### src/rtl/vtg_pkg.sv
// vtg_pkg: shared timing constants and delay-line record for video_timing_gen.
// 1280x1024@60 raster: line total 1688 pixels, frame total 1066 lines.
// Optional macro VTG_TEST_PATTERN_EN adds a 3-bit colour-bar index to the
// delay-line record.
package vtg_pkg;

  localparam logic [10:0] H_ACTIVE = 11'd1280;
  localparam logic [10:0] H_FP     = 11'd48;
  localparam logic [10:0] H_SYNC   = 11'd112;
  localparam logic [10:0] H_BP     = 11'd248;
  localparam logic [10:0] H_TOTAL  = H_ACTIVE + H_FP + H_SYNC + H_BP;
  localparam logic [10:0] HS_START = H_ACTIVE + H_FP;
  localparam logic [10:0] HS_END   = HS_START + H_SYNC - 11'd1;

  localparam logic [10:0] V_ACTIVE = 11'd1024;
  localparam logic [10:0] V_FP     = 11'd1;
  localparam logic [10:0] V_SYNC   = 11'd3;
  localparam logic [10:0] V_BP     = 11'd38;
  localparam logic [10:0] V_TOTAL  = V_ACTIVE + V_FP + V_SYNC + V_BP;
  localparam logic [10:0] VS_START = V_ACTIVE + V_FP;
  localparam logic [10:0] VS_END   = VS_START + V_SYNC - 11'd1;

`ifdef VTG_TEST_PATTERN_EN
  localparam logic [10:0] BAR_WIDTH = 11'd160;

  typedef struct packed {
    logic       hsync;
    logic       vsync;
    logic       de;
    logic [2:0] bar;
  } dl_rec_t;

  localparam dl_rec_t DL_IDLE = '{hsync: 1'b1, vsync: 1'b1, de: 1'b0, bar: 3'd0};

  // Bar index bits {r,g,b} each expand to a full-scale or zero channel.
  function automatic logic [23:0] bar_rgb(input logic [2:0] idx);
    return {{8{idx[2]}}, {8{idx[1]}}, {8{idx[0]}}};
  endfunction
`else
  typedef struct packed {
    logic hsync;
    logic vsync;
    logic de;
  } dl_rec_t;

  localparam dl_rec_t DL_IDLE = '{hsync: 1'b1, vsync: 1'b1, de: 1'b0};
`endif

  localparam int unsigned DL_W = $bits(dl_rec_t);

endpackage

### src/rtl/video_timing_gen_if.sv
// video_timing_gen_if: bundle between the timing generator, the wave display
// and the DVI/VGA pins.
//   master (timing gen): drives x, y, valid, vsync and the aligned outputs;
//                        receives pix_en and the display's r_in/g_in/b_in.
//   slave  (environment): the opposite directions.
// Macro VTG_TEST_PATTERN_EN adds tp_sel (colour-bar select).
interface video_timing_gen_if;
  logic        pix_en;
  logic [10:0] x;
  logic [9:0]  y;
  logic        valid;
  logic        vsync;
  logic [7:0]  r_in;
  logic [7:0]  g_in;
  logic [7:0]  b_in;
  logic        hsync_out;
  logic        vsync_out;
  logic        de_out;
  logic [7:0]  r_out;
  logic [7:0]  g_out;
  logic [7:0]  b_out;
`ifdef VTG_TEST_PATTERN_EN
  logic        tp_sel;
`endif

  modport master (
`ifdef VTG_TEST_PATTERN_EN
    input  tp_sel,
`endif
    input  pix_en, r_in, g_in, b_in,
    output x, y, valid, vsync, hsync_out, vsync_out, de_out, r_out, g_out, b_out
  );

  modport slave (
`ifdef VTG_TEST_PATTERN_EN
    output tp_sel,
`endif
    output pix_en, r_in, g_in, b_in,
    input  x, y, valid, vsync, hsync_out, vsync_out, de_out, r_out, g_out, b_out
  );
endinterface

### src/rtl/vtg_delay_line.sv
// vtg_delay_line: enable-gated shift register, WIDTH bits by DEPTH stages.
// Ports: clk, rst (async, active-high), i_en (shift enable), i_rst_val
// (value loaded into every stage on reset), i_d (input), o_q (output).
// DEPTH=0 is a combinational pass-through.
module vtg_delay_line #(
  parameter int unsigned WIDTH = 1,
  parameter int unsigned DEPTH = 1
) (
  input  logic             clk,
  input  logic             rst,
  input  logic             i_en,
  input  logic [WIDTH-1:0] i_rst_val,
  input  logic [WIDTH-1:0] i_d,
  output logic [WIDTH-1:0] o_q
);

  if (DEPTH == 0) begin : g_pass
    assign o_q = i_d;
  end else begin : g_shift
    logic [WIDTH-1:0] r_sr [DEPTH];

    always_ff @(posedge clk or posedge rst) begin
      if (rst) begin
        for (int unsigned i = 0; i < DEPTH; i++) r_sr[i] <= i_rst_val;
      end else if (i_en) begin
        r_sr[0] <= i_d;
        for (int unsigned i = 1; i < DEPTH; i++) r_sr[i] <= r_sr[i-1];
      end
    end

    assign o_q = r_sr[DEPTH-1];
  end

endmodule

### src/rtl/video_timing_gen.sv
// video_timing_gen: 1280x1024@60 raster timing and output re-alignment.
// Ports:
//   clk    system clock; all state advances only on bus.pix_en
//   reset  asynchronous, active-high
//   bus    video_timing_gen_if.master: x/y/valid/vsync to the wave display,
//          r_in/g_in/b_in back from it, aligned hsync_out/vsync_out/de_out
//          and blanked r_out/g_out/b_out to the pins.
// Parameter DISPLAY_LATENCY (0..7): strobes from x/y to the matching r_in.
// Macro VTG_TEST_PATTERN_EN: tp_sel replaces rgb with 8 vertical colour bars.
module video_timing_gen
  import vtg_pkg::*;
#(
  parameter int unsigned DISPLAY_LATENCY = 2
) (
  input  logic                      clk,
  input  logic                      reset,
  video_timing_gen_if.master        bus
);

  logic [10:0] r_h, r_v;
  logic [10:0] r_x;
  logic [9:0]  r_y;
  logic        r_valid, r_hs, r_vs;
  logic        r_hso, r_vso, r_de;
  logic [7:0]  r_r, r_g, r_b;
  dl_rec_t     w_dl_in, w_dl_out;
  logic [23:0] w_rgb_src;

  always_ff @(posedge clk or posedge reset) begin
    if (reset) begin
      r_h <= '0;
      r_v <= '0;
    end else if (bus.pix_en) begin
      if (r_h == H_TOTAL - 11'd1) begin
        r_h <= '0;
        r_v <= (r_v == V_TOTAL - 11'd1) ? '0 : r_v + 11'd1;
      end else begin
        r_h <= r_h + 11'd1;
      end
    end
  end

  always_ff @(posedge clk or posedge reset) begin
    if (reset) begin
      r_x     <= '0;
      r_y     <= '0;
      r_valid <= 1'b0;
      r_hs    <= 1'b1;
      r_vs    <= 1'b1;
    end else if (bus.pix_en) begin
      r_x     <= r_h;
      r_y     <= r_v[9:0];
      r_valid <= (r_h < H_ACTIVE) && (r_v < V_ACTIVE);
      r_hs    <= !((r_h >= HS_START) && (r_h <= HS_END));
      r_vs    <= !((r_v >= VS_START) && (r_v <= VS_END));
    end
  end

  assign w_dl_in.hsync = r_hs;
  assign w_dl_in.vsync = r_vs;
  assign w_dl_in.de    = r_valid;
`ifdef VTG_TEST_PATTERN_EN
  assign w_dl_in.bar   = 3'(r_x / BAR_WIDTH);
`endif

  vtg_delay_line #(
    .WIDTH (DL_W),
    .DEPTH (DISPLAY_LATENCY)
  ) u_delay (
    .clk       (clk),
    .rst       (reset),
    .i_en      (bus.pix_en),
    .i_rst_val (DL_IDLE),
    .i_d       (w_dl_in),
    .o_q       (w_dl_out)
  );

`ifdef VTG_TEST_PATTERN_EN
  assign w_rgb_src = bus.tp_sel ? bar_rgb(w_dl_out.bar) : {bus.r_in, bus.g_in, bus.b_in};
`else
  assign w_rgb_src = {bus.r_in, bus.g_in, bus.b_in};
`endif

  // Output register pairs the delayed sync/de with the display's colour,
  // which arrives DISPLAY_LATENCY strobes after its x.
  always_ff @(posedge clk or posedge reset) begin
    if (reset) begin
      r_hso <= 1'b1;
      r_vso <= 1'b1;
      r_de  <= 1'b0;
      r_r   <= '0;
      r_g   <= '0;
      r_b   <= '0;
    end else if (bus.pix_en) begin
      r_hso <= w_dl_out.hsync;
      r_vso <= w_dl_out.vsync;
      r_de  <= w_dl_out.de;
      {r_r, r_g, r_b} <= w_dl_out.de ? w_rgb_src : '0;
    end
  end

  assign bus.x         = r_x;
  assign bus.y         = r_y;
  assign bus.valid     = r_valid;
  assign bus.vsync     = r_vs;
  assign bus.hsync_out = r_hso;
  assign bus.vsync_out = r_vso;
  assign bus.de_out    = r_de;
  assign bus.r_out     = r_r;
  assign bus.g_out     = r_g;
  assign bus.b_out     = r_b;

endmodule

### src/flat_wrapper.sv
// flat-port wrapper written by rule: the top's interface ports become plain ports
module video_timing_gen_flat import vtg_pkg::*;
#(
  parameter int unsigned DISPLAY_LATENCY = 2
)
  (clk, reset, bus_pix_en, bus_r_in, bus_g_in, bus_b_in, bus_x, bus_y, bus_valid, bus_vsync, bus_hsync_out, bus_vsync_out, bus_de_out, bus_r_out, bus_g_out, bus_b_out);
  video_timing_gen_if bus_i ();
  input  logic clk;
  input  logic reset;
  input wire logic [$bits(bus_i.pix_en)-1:0] bus_pix_en;
  input wire logic [$bits(bus_i.r_in)-1:0] bus_r_in;
  input wire logic [$bits(bus_i.g_in)-1:0] bus_g_in;
  input wire logic [$bits(bus_i.b_in)-1:0] bus_b_in;
  output wire logic [$bits(bus_i.x)-1:0] bus_x;
  output wire logic [$bits(bus_i.y)-1:0] bus_y;
  output wire logic [$bits(bus_i.valid)-1:0] bus_valid;
  output wire logic [$bits(bus_i.vsync)-1:0] bus_vsync;
  output wire logic [$bits(bus_i.hsync_out)-1:0] bus_hsync_out;
  output wire logic [$bits(bus_i.vsync_out)-1:0] bus_vsync_out;
  output wire logic [$bits(bus_i.de_out)-1:0] bus_de_out;
  output wire logic [$bits(bus_i.r_out)-1:0] bus_r_out;
  output wire logic [$bits(bus_i.g_out)-1:0] bus_g_out;
  output wire logic [$bits(bus_i.b_out)-1:0] bus_b_out;
  assign bus_i.pix_en = bus_pix_en;
  assign bus_i.r_in = bus_r_in;
  assign bus_i.g_in = bus_g_in;
  assign bus_i.b_in = bus_b_in;
  assign bus_x = bus_i.x;
  assign bus_y = bus_i.y;
  assign bus_valid = bus_i.valid;
  assign bus_vsync = bus_i.vsync;
  assign bus_hsync_out = bus_i.hsync_out;
  assign bus_vsync_out = bus_i.vsync_out;
  assign bus_de_out = bus_i.de_out;
  assign bus_r_out = bus_i.r_out;
  assign bus_g_out = bus_i.g_out;
  assign bus_b_out = bus_i.b_out;
  video_timing_gen #(.DISPLAY_LATENCY(DISPLAY_LATENCY)) u_core (.clk(clk), .reset(reset), .bus(bus_i));
endmodule
### config.mk
export PLATFORM = sky130hd
export DESIGN_NAME = video_timing_gen_flat
export DESIGN_NICKNAME = d
export VERILOG_FILES = /design/src/rtl/vtg_pkg.sv /design/src/rtl/video_timing_gen_if.sv /design/src/rtl/vtg_delay_line.sv /design/src/rtl/video_timing_gen.sv /design/src/flat_wrapper.sv
export SDC_FILE = /design/constraint.sdc
export NUM_CORES = 1
export LEC_CHECK = 0
export ABC_AREA = 1
export CORE_ASPECT_RATIO = 0.5
export CORE_MARGIN = 2
export CORE_UTILIZATION = 32
export CTS_CLUSTER_DIAMETER = 200
export DETAILED_ROUTE_END_ITERATION = 16
export PLACE_DENSITY = 0.66
export SETUP_SLACK_MARGIN = 0.5
export SYNTH_ARGS = -nofsm -noshare
export SYNTH_HDL_FRONTEND = slang
export SYNTH_SLANG_ARGS = --single-unit
### constraint.sdc
create_clock -name clk -period 3.2 [get_ports clk]
set_clock_uncertainty 0.1 [all_clocks]
set_input_delay 0.64 -clock clk [delete_from_list [all_inputs] [get_ports clk]]
set_output_delay 0.64 -clock clk [all_outputs]
set_load 0.02 [all_outputs]
* After elaboration in Yosys (flattened, before gate mapping)
Index checks and enable logic that the tools add are counted.
** Word-level totals
- Register bits :: 79
- Input bits :: 27
** Operators by class
- $lt $le $gt $ge :: 6
- Reductions and logical operators :: 6
- Mux-type cells :: 3
- Add/subtract/negate cells :: 2
- Equal/unequal tests :: 2
** Operators with widths (number)
- 2-to-1 mux 24 bit :: 1
- adder 11 x 1 -> 11 bit (second input constant) :: 2
- == test 11 bit (second input constant) :: 2
- greater-or-equal comparator 11 bit (second input constant) :: 2
- less-or-equal comparator 11 bit (second input constant) :: 2
- less-than comparator 11 bit (second input constant) :: 2
- 2-to-1 mux 11 bit :: 2
- logical AND 1 bit :: 3
- zero test 1 bit :: 2
- AND reduction 2 bit :: 1

* Logic depth before layout (Yosys ltp)
Gate-level depths: netlist (run 1).
- Word-level depth :: 3
- Depth in mapped cells :: 8
- Depth with buffers taken out :: 8

* Worst setup path before layout (run 1)
No wires, ideal clock.
- Kind :: reg-to-reg
- Start point :: register u_core.r_h[0]
- End point :: register u_core.r_v[0]
- Stages on the path, launching flop included :: 9
- Arrival :: 1.293 ns
- Buffers on the path :: 1
- Setup slack :: 1.724 ns
- Path through :: dfrtp_1 ha_1 inv_1 nor2_1 nand3_2 nor2_4 buf_6 nand3_1 o21ai_0
** Between the ends
- Cells in the longest elaborated chain, start to end :: 2
** Ends and longest elaborated chain
- start, declared :: RTL line video_timing_gen.sv:20 : logic [10:0] r_h, r_v;
- start signal, assigned :: RTL line video_timing_gen.sv:38 : r_h <= r_h + 11'd1;
- == test 11 bit :: RTL line video_timing_gen.sv:34 : if (r_h == H_TOTAL - 11'd1) begin
- AND reduction 2 bit (no source line)
- end signal, assigned :: RTL line video_timing_gen.sv:36 : r_v <= (r_v == V_TOTAL - 11'd1) ? '0 : r_v + 11'd1;
- end, declared :: RTL line video_timing_gen.sv:20
Every way passes these cells.
A chain may end at the register's enable or synchronous reset.

* Worst setup path in the final report (run 1)
- Start point :: register u_core.r_vs, in the netlist u_core.bus.vsync
- End point :: output port bus_vsync
** RTL lines
- start, declared :: RTL line video_timing_gen.sv:23 : logic r_valid, r_hs, r_vs;
- start signal, assigned :: RTL line video_timing_gen.sv:55 : r_vs <= !((r_v >= VS_START) && (r_v <= VS_END));
- end, declared :: RTL line flat_wrapper.sv:17 : output wire logic [$bits(bus_i.vsync)-1:0] bus_vsync;
No word-level cell between the ends.

==> results of run 1 <==
==> per-layer routing <==
metal / vias to the layer above / part of all wire / GRT usage / routed length, µm
met1: 1447 / 0.48 / 0.1956 / 4052
met2: 51 / 0.47 / 0.2408 / 3927
met4: 0 / 0.014 / 0.03925 / 119
met3: 10 / 0.036 / 0.05295 / 299
li1: 1558 / - / - / -
met5: - / 0 / 0 / 0
==> placed cells by master (no fill, tap or decap) <==
cell,n
nand2_1,162
clkdlybuf4s50_1,76
dfrtp_1,71
nand3_1,45
inv_1,36
o21ai_0,33
nor2_1,29
nand4_1,10
clkbuf_16,9
dfstp_2,8
xor2_1,6
clkinvlp_4,5
o21ai_1,4
buf_4,4
inv_2,3
a21oi_1,3
nor3_1,3
ha_1,3
clkbuf_1,2
nand2_2,1
nor2_2,1
nor3_2,1
nand3_2,1
nor2_4,1
nor4_1,1
nand3b_1,1
or2_2,1
bufinv_16,1
buf_12,1
==> area by class of cell <==
| class | count | area share |
|---|---|---|
| Clock buffer | 11 | 0.04849 |
| Clock inverter | 5 | 0.01251 |
| Inverter | 40 | 0.03206 |
| Multi-Input combinational cell | 306 | 0.2862 |
| Sequential cell | 79 | 0.4140 |
| Tap cell | 145 | 0.03780 |
| Timing Repair Buffer | 81 | 0.1689 |
==> registers in the layout, summed over array words and instances (netlist names), 3 cells and up <==
signal and count:
u_core.r_v 11, u_core.bus.x 11, u_core.r_h 11, u_core.bus.b_out 8
u_core.bus.y 10, u_core.u_delay.o_q 3, u_core.u_delay.g_shift.r_sr 3, u_core.bus.r_out 8
u_core.bus.g_out 8
==> logic make-up after synthesis <==
logic type | count (synthesis) | share of synthesized area
AO/OA/AOI/OAI | 40 | 0.05563
XOR/XNOR | 6 | 0.01460
adder cells (fa/ha/maj) | 3 | 0.01043
buffers and inverters | 59 | 0.06606
flip-flops | 79 | 0.5522
AND/OR/NAND/NOR | 257 | 0.3011
==> Yosys cell counts, drive strengths merged, types with 4 or more instances <==
library cell	instances	area (µm²)
nor2	31	126.4
o21ai	37	185.2
nand3	46	235.2
xor2	6	52.55
clkbuf	9	33.78
dfrtp	71	1777
buf	10	53.80
dfstp	8	210.2
nor3	4	25.02
nand2	163	614.3
nand4	10	62.56
inv	40	150.1
==> report_power, final <==
part	total (mW)	internal (mW)	switching [mW]
clock	1.00	0.604	0.399
combinational	0.654	0.282	0.372
sequential	1.30	1.14	0.156
==> how the worst max path moves through the flow <==
| stage | start | end | slack, ns | cells past startpoint |
|---|---|---|---|---|
| finish | u_core.bus.vsync | bus_vsync | 0.97 | 1 |
| CTS | u_core.bus.vsync | bus_vsync | 0.95 | 1 |
| floorplan | reset | u_core.bus.b_out[0] | 1.57 | 1 |
| detailed placement | bus_pix_en | u_core.r_h[5] | 0.75 | 7 |
| global route | u_core.bus.vsync | bus_vsync | 0.92 | 1 |
| global placement | bus_pix_en | u_core.r_h[5] | 0.83 | 7 |
==> flow_summary.json, run 1 <==
{
  "worst-r2r-setup-slack_ns": 1.32,
  "antenna_found_initial": 0,
  "syn_to_final_growth_pct": 33.38,
  "synth_edf_count": 0,
  "syn_avg_cell_area_um2": 8.105,
  "clk_latency_ns": 0.33,
  "fp.dieW_um": 154.0,
  "setup_ws_ns": 0.9712,
  "ys_warn_count": 0,
  "whs_ns": 0.3625,
  "grt.overflow.total": 0,
  "cts_root_buffer": "clkbuf_16",
  "critical_path.cell_chain": "clkdlybuf4s50_1",
  "gp_congestion": 0.8802,
  "cpMaxStageDelayCell": "clkdlybuf4s50_1",
  "ios": 77,
  "rr_worst_depth": 8,
  "cts_buffers": 9,
  "rows": 27,
  "syn_area_um2": 3598,
  "clkSinkCount": 79,
  "htree_levels": 3,
  "period_minus_slack_ns": 2.229,
  "multiInputGateArea_um2": 1374,
  "hold_viol_final": 0,
  "critPathMaxStageDelay_ns": 0.62,
  "reg2reg_to": "u_core.r_v[5]",
  "totalNegativeSetupSlack_ns": 0,
  "syn_inst": 444,
  "drc": 0,
  "synthFlopType": "dfrtp_1",
  "start_util": 0.3277,
  "dp_hpwl_um": 5896,
  "syn_nets": 474,
  "wire_per_inst_um": 12.59,
  "final-seq-area_um2": 1987,
  "portBuffers": 76,
  "utilization": 0.4372,
  "fmax_mhz": 448.7,
  "async_reset_ff_frac": 1.000,
  "dpl_worst_slack_ns": 0.7486,
  "postCtsHoldBufs": 0,
  "ys_ff_latch": 79,
  "worst-slew-pin-transition_ns": 0.8513,
  "min_to": "u_core.u_delay.g_shift.r_sr[5]",
  "cts.clk_slew.worst_paths_ns": 0.06,
  "grt_pass1_wl_um": 14470,
  "drt_wl_total_um": 8398,
  "design.die.area_um2": 12160,
  "hold_path.class": "register to register",
  "min-delay-start": "u_core.u_delay.g_shift.r_sr[5]",
  "grt_pass1_vias": 2921,
  "n_antenna_cell": 0,
  "die_height_um": 78.99,
  "grt_start_max_net_pins": 48,
  "stdcell_count": 667,
  "arrival_ns": 1.49,
  "place_area_um2": 4507,
  "fin_crit_sh": 0.6965,
  "cts_tree": "built",
  "slew_violations": 0,
  "drtAntennaViolNets": 0,
  "postLayoutCellArea_um2": 4800,
  "crit-reg2reg-launch": "u_core.r_h[0]",
  "num_vias": 3066,
  "required_ns": 2.46,
  "cts.path.max_buffers": 2,
  "status": "finished clean",
  "power_density_nw_per_um2": 615.9,
  "via_per_inst": 4.597,
  "critical_path.max_fanout": 3,
  "vdd_ir_drop_max_mv": 0.2341,
  "cts_resized": 0,
  "finalNetCount": 547,
  "p_total_mw": 2.956,
  "layout-drive-gt1-share": 0.07088,
  "core_um2": 10980,
  "min_path_cells": 2,
  "firstDrtPassIters": 4,
  "critical-path-top-delay-family": "buffers and inverters",
  "maxSlewHeadroom": 0.4325,
  "fillCellCount": 1048,
  "maxCapViolCount": 0,
  "seq_area_frac_synth": 0.5522,
  "setup_viol": 0,
  "worstSetupPathType": "register to output port",
  "cp-end-kind": "output port",
  "grtUsageTotal": 0.1504,
  "p_leak_nw": 2.282,
  "start_kind": "register",
  "drt_iter0_drc": 278,
  "cp_num_buf_inv": 1,
  "rsz0062_at_grt": "false",
  "yosysUniqueCellTypes": 27,
  "post-cts-setup-buffers": 0,
  "dp.cells": 651
}
Note: power is estimated with default switching activity, not from simulation.
==> run 2, diff against run 1 <==
==> constraint.sdc (replaced) <==
create_clock -name clk -period 2.1 [get_ports clk]
set_clock_uncertainty 0.1 [all_clocks]
set_input_delay 0.42 -clock clk [delete_from_list [all_inputs] [get_ports clk]]
set_output_delay 0.42 -clock clk [all_outputs]
set_load 0.02 [all_outputs]
==> run 2 against run 1 <==
Against the previous run:
- global-route usage is 0.38 points lower
- die area stayed put
- count of clock-buffer cells in the layout is 2 higher
- sequential power is 50% higher
- clock power is 53% higher
- worst setup slack worse by 0.44 ns
- cell count is 1.9% higher
- critical path type unchanged
- highest routed layer unchanged
- first-iteration DRC count is 10% higher
==> flow_summary.json, run 2 (same netlist as run 1, synthesis figures left out) <==
{
  "drt_wl_total_um": 8507,
  "syn_to_final_growth_pct": 37.31,
  "cpMaxStageDelayCell": "dfstp_2",
  "endpoint": "bus_vsync",
  "power_frac_comb": 0.233,
  "gp_congestion": 0.8785,
  "rsz0062_at_grt": "true",
  "maxCapViolCount": 0,
  "finalNetCount": 560,
  "swShare": 0.3097,
  "dpl_worst_slack_ns": 0.1443,
  "num_vias": 3120,
  "core_um2": 10980,
  "drc": 0,
  "cp_num_buf_inv": 1,
  "arrival_ns": 1.05,
  "postLayoutCellArea_um2": 4941,
  "cp-startpoint": "u_core.bus.vsync",
  "drt_iter0_drc": 307,
  "rr_worst_depth": 7,
  "critical_path.max_fanout": 3,
  "use_met2": 0.2354,
  "n_antenna_cell": 0,
  "worstSetupPathType": "register to output port",
  "cts_root_buffer": "clkbuf_16",
  "hold_path.class": "input pin to asynchronous set/reset pin",
  "place_area_um2": 4539,
  "cts_tree": "built",
  "p_sw_mw": 1.404,
  "period_minus_slack_ns": 1.565,
  "hold_viol_final": 0,
  "grt_util_met1": 0.1896,
  "grt.overflow.total": 0,
  "p_int_mw": 3.131,
  "setup_ws_ns": 0.5345,
  "firstDrtPassIters": 4,
  "clock_power_share": 0.336,
  "p_seq_frac": 0.430,
  "drtAntennaViolNets": 0,
  "portBuffers": 76,
  "status": "finished clean",
  "ios": 77,
  "start_kind": "register",
  "rows": 27,
  "vdd_ir_drop_max_mv": 0.3693,
  "wire_per_inst_um": 12.51,
  "cp-end-kind": "output port",
  "maxSlewHeadroom": 0.7448,
  "grt_pass1_vias": 2919,
  "cts_buffers": 9,
  "reg2reg_to": "u_core.r_v[0]",
  "p_leak_nw": 2.512,
  "design.die.area_um2": 12160,
  "critPathMaxStageDelay_ns": 0.54,
  "clk_latency_ns": 0.33,
  "htree_levels": 3,
  "cts.clk_slew.worst_paths_ns": 0.06,
  "power_density_nw_per_um2": 917.8,
  "fin_crit_sh": 0.7455,
  "grtUsageTotal": 0.1466,
  "layout-drive-gt1-share": 0.1234,
  "layout_commonest_cell": "nand2_1",
  "crit-reg2reg-launch": "u_core.r_h[3]",
  "fillCellCount": 1072,
  "grt_start_max_net_pins": 73,
  "dp_hpwl_um": 5697,
  "setup_viol": 0,
  "clkSinkCount": 79,
  "met3_usage": 0.03603,
  "postCtsHoldBufs": 0,
  "crit_cells": 1,
  "worst-slew-pin-transition_ns": 0.3827,
  "layout_common_cells": "nand2_1 (162), dfrtp_1 (66), dlygate4sd2_1 (45)",
  "slew_violations": 0,
  "cts.path.max_buffers": 2,
  "antenna_found_initial": 0,
  "die_height_um": 78.99,
  "critical-path-top-delay-family": "flip-flops",
  "required_ns": 1.58,
  "utilization": 0.4500,
  "fp.dieW_um": 154.0,
  "critical_path.cell_chain": "clkbuf_2",
  "worst-r2r-setup-slack_ns": 0.57,
  "via_per_inst": 4.588,
  "fmax_mhz": 638.8,
  "grt_pass1_wl_um": 14190,
  "totalNegativeSetupSlack_ns": 0,
  "grt-busiest-layer": "met2",
  "start_util": 0.3277
}
==> run 2: changes by cell type in the layout (fill, tap and decap cells not counted), moves of 5 or more <==
| cell | previous run | this run |
|---|---|---|
| dfrtp_1 | 71 | 66 |
| dfrtp_2 | 0 | 5 |
| buf_4 | 4 | 13 |
| dlygate4sd2_1 | 0 | 45 |
| clkdlybuf4s50_1 | 76 | 25 |
==> run 2: stage by stage <==
step	total power, mW	hold slack [ns]	std cells
after floorplan	2.544	0.3437	444
after global placement	2.991	0.3523	652
after detailed placement	3.004	0.3550	652
after CTS	4.484	0.2540	673
after global routing	4.793	0.2642	680
final	4.535	0.2577	680
==> run 2: layout make-up <==
class,count,area [µm²],area share
well taps,145,181.4,0.03672
repair buffers,94,900.9,0.1823
flip-flops and latches,79,1993,0.4034
clock buffers,13,250.2,0.05065
clock inverters,3,42.54,0.008610
multi-input cells,306,1414,0.2861
inverters,40,158.9,0.03216
==> run 2: worst min-delay path by stage <==
stage                                                 to  cells past startpoint
final                                    u_core.bus.y[8]                      2
after global routing                     u_core.bus.y[8]                      2
after CTS                                u_core.bus.y[8]                      2
after detailed placement            u_core.bus.vsync_out                      2
after global placement              u_core.bus.vsync_out                      2
after floorplan           u_core.u_delay.g_shift.r_sr[5]                      2
==> run 2: power by group through the flow <==
| stage | Clock (mW) | Combinational (mW) | Sequential, mW |
|---|---|---|---|
| 2_1_floorplan | 0 | 0.474 | 2.07 |
| 3_3_place_gp | 0 | 1.01 | 1.98 |
| 3_5_place_dp | 0 | 1.02 | 1.98 |
| 4_1_cts | 1.57 | 0.975 | 1.94 |
| 5_1_grt | 1.63 | 1.17 | 1.99 |
| 6_report | 1.53 | 1.06 | 1.95 |
==> run 2: what timing repair did <==
| item | in CTS | in global routing |
|---|---|---|
| pin swaps | 1 | 2 |
| cloned | 1 | 0 |
| endpoints found under the hold margin | 0 | 0 |
| endpoints found under the setup margin | 68 | 20 |
| resized for setup | 62 | 20 |
| buffers inserted | 4 | 7 |
==> run 2: metal layers <==
| layer | vias to the layer above | wire length [µm] | part of all wire |
|---|---|---|---|
| met4 | 0 | 168 | 0.020 |
| met1 | 1453 | 4157 | 0.49 |
| met2 | 65 | 3872 | 0.46 |
| li1 | 1588 | - | - |
| met5 | - | 0 | 0 |
| met3 | 14 | 309 | 0.036 |
==> run 3, diff against run 2 <==
==> constraint.sdc (replaced) <==
create_clock -name clk -period 1.5 [get_ports clk]
set_clock_uncertainty 0.1 [all_clocks]
set_input_delay 0.3 -clock clk [delete_from_list [all_inputs] [get_ports clk]]
set_output_delay 0.3 -clock clk [all_outputs]
set_load 0.02 [all_outputs]
==> run 3 against run 2 <==
Against the previous run:
- critical path type is now register to register
- worst setup slack worse by 0.45 ns
- critical endpoint is now u_core.r_v[0]
- cell area is 18% higher
- cell count is 7.9% higher
- hold slack worse by 0.015 ns
==> flow_summary.json, run 3 (same netlist as run 1, synthesis figures left out) <==
{
  "antenna_found_initial": 0,
  "design.die.area_um2": 12160,
  "clkSinkCount": 79,
  "n_antenna_cell": 0,
  "dpl_worst_slack_ns": -0.006320,
  "whs_ns": 0.2423,
  "vdd_ir_drop_max_mv": 0.4682,
  "min-delay-start": "bus_pix_en",
  "drtAntennaViolNets": 0,
  "grt_util_met1": 0.2006,
  "p_total_mw": 7.140,
  "gp_congestion": 0.9137,
  "p_leak_nw": 2.839,
  "via_per_inst": 4.678,
  "cp-end-kind": "register",
  "cts_tree": "built",
  "setup_viol": 0,
  "met3_usage": 0.04367,
  "clk_latency_ns": 0.33,
  "layout-drive-gt1-share": 0.3956,
  "hold_viol_final": 0,
  "portBuffers": 76,
  "worstSetupPathType": "register to register",
  "maxCapViolCount": 0,
  "critical_path.max_fanout": 6,
  "grtUsageTotal": 0.1660,
  "start_kind": "register",
  "cts.clk_slew.worst_paths_ns": 0.06,
  "layout_commonest_cell": "nand2_1",
  "rows": 27,
  "status": "finished clean",
  "fmax_mhz": 708.0,
  "dp_hpwl_um": 6215,
  "maxSlewHeadroom": 0.8030,
  "layout_common_cells": "nand2_1 (146), dfrtp_1 (67), buf_6 (63)",
  "totalNegativeSetupSlack_ns": 0,
  "hold_path.class": "input pin to register",
  "crit-reg2reg-launch": "u_core.r_v[1]",
  "drc": 0,
  "grt_pass1_vias": 3348,
  "cts_root_buffer": "clkbuf_16",
  "grt_start_max_net_pins": 42,
  "fp.dieW_um": 154.0,
  "cts_buffers": 9,
  "arrival_ns": 1.53,
  "syn_to_final_growth_pct": 62.34,
  "slew_violations": 0,
  "period_minus_slack_ns": 1.412,
  "num_vias": 3434,
  "start_util": 0.3277,
  "wire_per_inst_um": 13.48,
  "setup_ws_ns": 0.08753,
  "die_height_um": 78.99,
  "cp-startpoint": "u_core.r_v[1]",
  "fin_crit_sh": 0.9416,
  "worst-slew-pin-transition_ns": 0.2956,
  "drt_iter0_drc": 298,
  "htree_levels": 3,
  "finalNetCount": 614,
  "power_density_nw_per_um2": 1222,
  "cts.path.max_buffers": 2,
  "core_um2": 10980,
  "drt_wl_total_um": 9896,
  "grt.overflow.total": 0,
  "firstDrtPassIters": 4,
  "grt_pass1_wl_um": 15840,
  "required_ns": 1.61,
  "use_met2": 0.2924,
  "ios": 77,
  "grt-busiest-layer": "met2",
  "rsz0062_at_grt": "true"
}
run 3: cell count changes in the layout (fill, tap and decap cells not counted), moves of 5 or more:
cell,previous run,this run
nor2_2,3,8
nand2_1,162,146
nand2_2,1,13
buf_6,0,63
buf_4,13,51
inv_2,3,8
nor2_1,26,21
nand3_1,44,14
nand3_2,1,29
dlygate4sd2_1,45,0
o21ai_0,32,25
run 3: metrics by stage:
stage,cell area (µm²),instances,util
after global routing,5842,734,0.5321
after global placement,4771,677,0.4345
final,5842,734,0.5321
after CTS,5479,715,0.4990
after floorplan,3667,444,-
after detailed placement,4771,677,0.4345
run 3: layer usage:
metal	part of all wire	wire length [µm]
met2	0.50	4997
met5	0	0
met1	0.44	4338
met3	0.044	433
met4	0.013	128
run 3: path summary, 6_finish.rpt:
check	endpoint	cells past startpoint	slack, ns
worst max-delay path	u_core.r_v[0]	7	0.09
min in group asynchronous	u_core.bus.r_out[2]	3	0.29
max in group asynchronous	u_core.u_delay.g_shift.r_sr[4]	3	0.74
worst max register to register	u_core.r_v[0]	7	0.09
worst min-delay path	u_core.r_h[9]	3	0.24
worst min register to register	u_core.u_delay.g_shift.r_sr[5]	2	0.37
run 3: what timing repair did:
item	CTS	global route
gates cloned	1	0
endpoints found under the hold margin	0	0
setup buffers	21	19
pin swaps	20	23
hold buffers	0	0
resized for setup	343	54
endpoints found under the setup margin	101	110
run 3: cell type report:
cell class | instances | area [µm²]
clock inverters | 4 | 20.02
multi-input cells | 306 | 1714
well taps | 145 | 181.4
repair buffers | 148 | 1518
fillers | 974 | 5137
flip-flops and latches | 79 | 1994
clock buffers | 12 | 256.5
inverters | 40 | 157.7
run 3: power breakdown:
group | total, mW | switching [mW] | internal, mW | leakage (nW)
logic | 2.45 | 1.25 | 1.20 | 1.73
clock network | 2.02 | 0.821 | 1.20 | 0.142
registers | 2.67 | 0.225 | 2.45 | 0.964
total | 7.14 | 2.30 | 4.84 | 2.84
run 3: worst max-delay path, stage by stage (launching register included):
cell and delay, ns:
dfrtp_1 0.42, inv_2 0.09, ha_4 0.13, nand3_2 0.07, nor2_2 0.11, nand3_2 0.17, nand3_2 0.12, o21ai_0 0.08
==> RTL change, RTL diff (config.mk and constraints of run 1) <==
`DISPLAY_LATENCY` is set to 2 in 2 places; all go to 1.
--- a/src/rtl/video_timing_gen.sv
+++ b/src/rtl/video_timing_gen.sv
@@ -10,7 +10,7 @@
 module video_timing_gen
   import vtg_pkg::*;
 #(
-  parameter int unsigned DISPLAY_LATENCY = 2
+  parameter int unsigned DISPLAY_LATENCY = 1
 ) (
   input  logic                      clk,
   input  logic                      reset,
--- a/src/flat_wrapper.sv
+++ b/src/flat_wrapper.sv
@@ -1,7 +1,7 @@
 // flat-port wrapper written by rule: the top's interface ports become plain ports
 module video_timing_gen_flat import vtg_pkg::*;
 #(
-  parameter int unsigned DISPLAY_LATENCY = 2
+  parameter int unsigned DISPLAY_LATENCY = 1
 )
   (clk, reset, bus_pix_en, bus_r_in, bus_g_in, bus_b_in, bus_x, bus_y, bus_valid, bus_vsync, bus_hsync_out, bus_vsync_out, bus_de_out, bus_r_out, bus_g_out, bus_b_out);
   video_timing_gen_if bus_i ();
Function: changed (Yosys sat finds a counterexample within 4 cycles, from zero or initial values and one cycle with reset high).
==> RTL change against run 1 <==
Routed wire length hardly changed. Sequential cell count is 3 lower. Power up 11%. Worst setup slack got worse by 5.4 ps. Area after synthesis is 4.5% lower. Critical path type unchanged. Design area down 3.4%. First-iteration DRC count down 36%. Global-route usage is 0.099 points lower. Largest cell class unchanged.
==> RTL change: results (changes against run 1) <==
| Metric | Value |
|---|---|
| Status | completed (unchanged) |
| Cell Count, Final, Fillers Out | 635 (was 667) |
| Min-Delay Path Class | reg -> reg (unchanged) |
| Synth cell types | 26 (was 27) |
| Clock H-tree levels | 3 (unchanged) |
| GP Congestion | 0.839 (was 0.880) |
| Initial DRC Count | 179 (was 278) |
| Dpl cells | 619 (was 651) |
| Layout net count | 520 (was 547) |
| Post-CTS setup buffer count | 0 (unchanged) |
| Asr flop ratio synth | 1.00 (unchanged) |
| Layout cells sized above 1 | 0.0747 (was 0.0709) |
| RR Startpoint | u_core.r_h[0]$_DFFE_PP0P_ (unchanged) |
| Critical-path maximum fanout | 3 (unchanged) |
| Via count | 2902 (was 3066) |
| DP Worst Slack | 747 ps (was 749 ps) |
| CTS buffer count | 9 (unchanged) |
| Crit path DAT | 1490 ps (about the same) |
| WL/cell | 13.2 microns (was 12.6 microns) |
| Final antenna-violating net count | 0 (unchanged) |
| Diode count | 0 (unchanged) |
| YS warnings | 0 (unchanged) |
| Pleak | 2.23 nW (was 2.28 nW) |
| Predominant post-synthesis flop cell | dfrtp_1 (unchanged) |
| Worst Tran Pin Value | 901 ps (was 851 ps) |
| Synth area leaders | dfrtp_1 51%, nand2_1 15%, nand3_1 6.7%, dfstp_2 4.6%, o21ai_0 4.4% (was dfrtp_1 49%, nand2_1 17%, nand3_1 6.3%, dfstp_2 5.8%, o21ai_0 4.6%) |
| Clock transition at the registers of the reported paths | 60 ps (about the same) |
| Root buffer cell | clkbuf_16 (unchanged) |
| CP max stage delay | 630 ps |
| Post-synth top cells | 139 x nand2_1, 70 x dfrtp_1, 46 x nand3_1 (was 162 x nand2_1, 71 x dfrtp_1, 45 x nand3_1) |
| Placement Cell Area | 4350 sq um (was 4510 sq um) |
| Gr usage total | 0.149 (was 0.150) |
| IO buf count | 76 (unchanged) |
| Pin count of the biggest net entering global routing | 77 (was 48) |
| Mapped Nets | 445 (was 474) |
| Worst path top cell family by delay | buffers and inverters (unchanged) |
| Crit path launch | u_core.bus.vsync$_DFFE_PP1P_ (unchanged) |
| Sequential share of the synthesized area | 0.555 (was 0.552) |
| Fill cells | 1008 (was 1048) |
| Mapped Cells | 415 (was 444) |
| Hold_sp | u_core.u_delay.o_q[1]$_DFFE_PP1P_ (was u_core.u_delay.g_shift.r_sr[5]$_DFFE_PP1P_) |
| Vias in the first global route | 2727 (was 2921) |
| Clock Path Buffers | 2 (unchanged) |
| Detail Placement HPWL | 5.80 mm (was 5.90 mm) |
| Worst vdd ir | 0.245 mV (was 0.234 mV) |
| First-pass GRT wire length | 13.7 mm (was 14.5 mm) |
| PostCTS Resize Cnt | 0 (unchanged) |
## RTL change: where the power goes
part	total [mW]	switching [mW]	internal, mW
logic	0.924	0.521	0.403
clock network	0.970	0.386	0.584
registers	1.38	0.208	1.18
total	3.28	1.12	2.16
## RTL change: final timing paths
| check | endpoint | slack, ps | cells after the start |
|---|---|---|---|
| worst max-delay path | bus_vsync | 970 | 1 |
| worst min-delay path | u_core.u_delay.o_q[1]$_DFFE_PP1P_ | 360 | 2 |
| worst max register to register | u_core.r_v[2]$_DFFE_PP0P_ | 1410 | 8 |
| worst min register to register | u_core.u_delay.o_q[1]$_DFFE_PP1P_ | 360 | 2 |
| max in group asynchronous | u_core.bus.vsync_out$_DFFE_PP1P_ | 2030 | 3 |
| min in group asynchronous | u_core.bus.b_out[4]$_DFFE_PP0P_ | 610 | 3 |
## RTL change: area by class of cell
class	instances	area, sq um	share of cell area
timing repair buffer	81	811	0.175
tap	140	175	0.0378
inverter	39	146	0.0316
clock inverter	4	22.5	0.00486
multi-input combinational	283	1310	0.282
sequential	76	1910	0.412
clock buffer	12	267	0.0575
## RTL change: logic make-up after synthesis
group,synth area share
AO/OA/AOI/OAI,0.0597
XOR/XNOR,0.0229
adder cells (fa/ha/maj),0.0109
buffers and inverters,0.0648
flip-flops,0.555
AND/OR/NAND/NOR,0.286
## RTL change: metal layers
metal,up-vias,track usage,part of all wire
met1,1360,0.215,0.51
met4,0,0.0439,0.0095
met2,62,0.219,0.44
met5,-,0,0
met3,8,0.0405,0.039
li1,1472,-,-
